==> src/rtl/hs_stream_source.sv <==
// hs_stream_source: valid/ready burst generator emitting base, base+incr, ... for len words.
// Define HS_SRC_THROTTLE_EN to gate word presentation with a 16-bit LFSR.
module hs_stream_source #(
    parameter int WIDTH = 32,
    parameter int LEN_W = 16
) (
    input  logic             clk,
    input  logic             rst_n,
    input  logic             start,
    input  logic [WIDTH-1:0] base,
    input  logic [WIDTH-1:0] incr,
    input  logic [LEN_W-1:0] len,
    input  logic             ready_down_in,
    output logic [WIDTH-1:0] data_out,
    output logic             valid_down_out,
    output logic             busy,
    output logic             done,
    output logic [LEN_W-1:0] sent_cnt
);
    localparam logic [1:0] S_IDLE = 2'd0;
    localparam logic [1:0] S_SEND = 2'd1;
    localparam logic [1:0] S_DONE = 2'd2;
    logic [1:0]       r_state;
    logic [WIDTH-1:0] r_data;
    logic [WIDTH-1:0] r_incr;
    logic [LEN_W-1:0] r_rem;
    logic [LEN_W-1:0] r_cnt;
    logic             r_valid;
    logic             w_fire;
    logic             w_last;
    logic             w_gate;
`ifdef HS_SRC_THROTTLE_EN
    logic [15:0] r_lfsr;
    logic [15:0] w_lfsr_nxt;
    // Taps 16,14,13,11; valid is registered from the next LFSR value so the
    // presenting cycle itself has lfsr[0]==1.
    assign w_lfsr_nxt = {r_lfsr[0] ^ r_lfsr[2] ^ r_lfsr[3] ^ r_lfsr[5], r_lfsr[15:1]};
    assign w_gate     = w_lfsr_nxt[0];
    always_ff @(posedge clk or negedge rst_n)
        if (!rst_n) r_lfsr <= 16'hACE1;
        else        r_lfsr <= w_lfsr_nxt;
`else
    assign w_gate = 1'b1;
`endif
    assign w_fire = r_valid & ready_down_in;
    assign w_last = r_rem == LEN_W'(1);
    always_ff @(posedge clk or negedge rst_n) begin
        if (!rst_n) begin
            r_state <= S_IDLE;
            r_data  <= '0;
            r_incr  <= '0;
            r_rem   <= '0;
            r_cnt   <= '0;
            r_valid <= 1'b0;
        end else begin
            case (r_state)
                S_IDLE: if (start) begin
                    r_cnt <= '0;
                    if (len != '0) begin
                        r_incr  <= incr;
                        r_data  <= base;
                        r_rem   <= len;
                        r_valid <= w_gate;
                        r_state <= S_SEND;
                    end else begin
                        r_state <= S_DONE;
                    end
                end
                S_SEND: if (w_fire) begin
                    r_cnt <= r_cnt + LEN_W'(1);
                    r_rem <= r_rem - LEN_W'(1);
                    if (w_last) begin
                        r_valid <= 1'b0;
                        r_state <= S_DONE;
                    end else begin
                        r_data  <= r_data + r_incr;
                        r_valid <= w_gate;
                    end
                end else if (!r_valid) begin
                    r_valid <= w_gate;
                end
                default: r_state <= S_IDLE;
            endcase
        end
    end
    assign data_out       = r_data;
    assign valid_down_out = r_valid;
    assign busy           = r_state != S_IDLE;
    assign done           = r_state == S_DONE;
    assign sent_cnt       = r_cnt;
endmodule

==> config.mk <==
export PLATFORM = sky130hd
export DESIGN_NAME = hs_stream_source
export DESIGN_NICKNAME = d
export VERILOG_FILES = /design/src/rtl/hs_stream_source.sv
export SDC_FILE = /design/constraint.sdc
export NUM_CORES = 1
export LEC_CHECK = 0
export ABC_CLOCK_PERIOD_IN_PS = 2700
export BUFFER_PORTS_ARGS = -buffer_cell sky130_fd_sc_hd__buf_2
export CORE_AREA = 2 2 115 117
export DETAILED_ROUTE_END_ITERATION = 8
export DIE_AREA = 0 0 117 119
export PLACE_DENSITY = 0.82
export SYNTH_ARGS = -nofsm -noshare
export SYNTH_HDL_FRONTEND = slang
export SYNTH_SLANG_ARGS = --single-unit
==> constraint.sdc <==
create_clock -name clk -period 2.7 [get_ports clk]
set_clock_uncertainty 0.1 [all_clocks]
set_input_delay 0.135 -clock clk [delete_from_list [all_inputs] [get_ports clk]]
set_output_delay 0.135 -clock clk [all_outputs]
set_load 0.03 [all_outputs]
==> reports/metrics.csv <==
stage,metric,value,unit
outcome,status,"complete, but fails checks",
outcome,failed_checks,"hold timing, setup timing",
run,cap_violations,0,
route,drt_wl_total,18100,um
layout,multi_input_area,0.00366,mm2
layout,final_common_cell,buf_2,
synth,synth_edf_count,0,
floorplan,dieArea,0.0139,mm2
sta,setup_ws,-0.332,ns
worst_setup_path,r2r_cells,10,
clocking,clockRootBuffer,clkbuf_16,
sta,worstMarginPinSlew,0.617,ns
clocking,path_clk_slew,0.07,ns
synth,synth.mux.area_fraction,0.0642,
synth,syn-cell-area,0.00624,mm2
synth,synth-main-ff-cell,dfrtp_1,
worst_setup_path,path_class,reg -> reg,
floorplan,coreArea,0.0129,mm2
hold_path,hold_path_depth,3,
place,io_buffers,134,
hold_path,hold_path.class,in -> reg,
sta,slew_headroom,0.589,
worst_setup_path,r2r_end,data_out[28],
synth,yosysTopAreaCell,dfrtp_1,
grt,groute.usage.overall,0.267,
clocking,cts_tree,yes,
pwr,power_leakage,4.05,nW
layout,n_antenna_cell,0,
synth,synth_warnings,0,
worst_setup_path,crit_arrival,3.16,ns
sta,slew_viol_final,0,
worst_setup_path,end_kind,flip-flop,
sta,hold_viol,1,
sta,finalCritPeriodShare,1.12,
route,wl_per_cell,16.3,um
grt,grt_util_met1,0.347,
place,place_area,0.00738,mm2
place,dp_worst_setup_slack,-0.353,ns
route,drc_errors,0,
grt,grt_pass1_wl,29300,um
clocking,numCtsBuffers,9,
layout,regArea,0.00248,mm2
synth,synth-simple-area-share,0.172,
grt,busiest_layer,met2,
pwr,finalPower,11.5,mW
route,via_per_inst,5.67,
clocking,htreeDepth,3,
pwr,power.density,1360,mW/mm2
floorplan,fp.dieH,119,um
layout,fin_nets,1047,
synth,synthTopCellsByArea,"dfrtp_1, ha_1, a21oi_1",
worst_setup_path,start_kind,flip-flop,
worst_setup_path,worstReg2RegStart,r_incr[0],
layout,area_delta_synth_final,35.6,%
synth,synth-compound-area-share,0.208,
place,dp_hpwl,12100,um
sta,fin_crit,3.03,ns
pwr,peakVddDrop,0.818,mV
synth,synth_nets,823,
hold_path,min_from,base[8],
grt,grt.overflow.total,0,
worst_setup_path,r2r_slack,-0.33,ns
floorplan,io_pins,135,
worst_setup_path,worst-path-max-fanout,3,
layout,fill_cells,999,
synth,synth_top_family_by_area,compound AO/OA/AOI/OAI gates,
floorplan,initial_core_util,0.484,
synth,synth_seq_cells,99,
sta,finalSetupViolations,9,
route,vias,6285,
synth,synth-xor-area-share,0.0562,
route,dr.pass1.iters,5,
grt,grt_max_degree,47,
route,ant_nets,0,
floorplan,die_x,117,um
synth,ys_types,57,
hold_path,hold_end,data_out[8],
floorplan,rows,42,
grt,use_met2,0.445,
sta,whs,-0.0149,ns
worst_setup_path,worstPathRequired,2.83,ns
grt,met3_usage,0.0519,
synth,synth_cells,704,
synth,netlist.area_leader.share,0.397,
clocking,clk_latency,0.35,ns
layout,fin_util,0.657,
synth,yosysSeqAreaShare,0.397,
layout,final_cell_mix,"buf_2, dfrtp_1, a21oi_1",
route,first_iter_violations,435,
grt,grt_pass1_vias,6116,
place,gp_congestion,0.890,
clocking,cts_buffer_depth,2,
sta,rsz0062_at_grt,true,
clocking,clkSinkCount,99,
synth,async_reset_ff_frac,1.00,
layout,final_area,0.00845,mm2
synth,synth_fa_ha_area_frac,0.0714,
grt,antenna_found_initial,0,
synth,syn_avg_cell_area,8.86,um2
sta,fmax,0.330,GHz
layout,drive_above_1_share,0.275,
## worst max path at each step
stage	start	endpoint	slack (ns)	depth (start not counted)
floorplan	data_out[0]	data_out[28]	-0.26	10
global placement	data_out[0]	data_out[28]	-0.28	10
detailed placement	r_incr[0]	data_out[28]	-0.35	10
CTS	r_incr[0]	data_out[28]	-0.31	10
global route	r_incr[0]	data_out[30]	-0.44	10
finish	r_incr[0]	data_out[28]	-0.33	10
## synthesized netlist by cell type, drive strengths merged, types with 4 or more instances
cell	number
a21o	21
a21oi	85
a31oi	7
and3	10
buf	7
clkbuf	30
dfrtp	99
ha	34
inv	12
mux2	32
mux2i	4
nand2	75
nand3	20
nand4	12
nor2	70
nor2b	5
nor3	10
nor4	7
o211ai	8
o21ai	54
o22ai	9
or3	9
xnor2	17
xor2	23
## logic make-up after synthesis
logic type / count (synthesis)
adder cells (fa/ha/maj): 35
multiplexers: 36
flip-flops: 99
AND/OR/NAND/NOR: 231
XOR/XNOR: 40
buffers and inverters: 49
AO/OA/AOI/OAI: 214
## stage by stage
| step | TNS, ns | cells |
|---|---|---|
| final | -1.47 | 1109 |
| after detailed placement | -1.68 | 1023 |
| after global routing | -2.88 | 1109 |
| after CTS | -1.33 | 1107 |
| after floorplan | -0.559 | 704 |
| after global placement | -1.24 | 1023 |
## critical path, stage by stage (launching register included)
cell	delay, ns
dfrtp_1	0.41
ha_4	0.18
fa_2	0.35
a21o_1	0.18
a311o_1	0.40
a22oi_2	0.25
a31oi_1	0.12
or4_4	0.46
o31ai_4	0.21
xor2_1	0.16
o22ai_1	0.09
## cell type report
cell class,instances,area share
inverters,12,0.00533
flip-flops and latches,99,0.293
clock inverters,5,0.00622
repair buffers,250,0.207
clock buffers,11,0.0287
well taps,176,0.0261
multi-input cells,556,0.433
## sequential cells by signal, summed over array words and instances, names as in the netlist
name and cells:
valid_down_out 1, data_out 32, r_rem 16, r_incr 32, sent_cnt 16, r_state 2
## power by group
group | total, mW | internal [mW] | switching [mW] | leakage, nW
clock | 1.31 | 0.740 | 0.574 | 0.145
sequential | 2.72 | 2.15 | 0.570 | 1.21
combinational | 7.48 | 3.31 | 4.16 | 2.70
## metal layers
layer,up-vias,routed length (um)
met4,0,467
li1,3000,-
met1,2971,7800
met2,278,8570
met5,-,0
met3,36,1260
## timing repair
action | 4_1_cts | 5_1_grt
hold endpoints to repair | 137 | 0
hold buffers | 67 | 0
endpoints found under the setup margin | 9 | 17
resized for setup | 8 | 12
pin swaps | 10 | 4
setup buffers | 2 | 3
(Power assumes the default switching activity.)
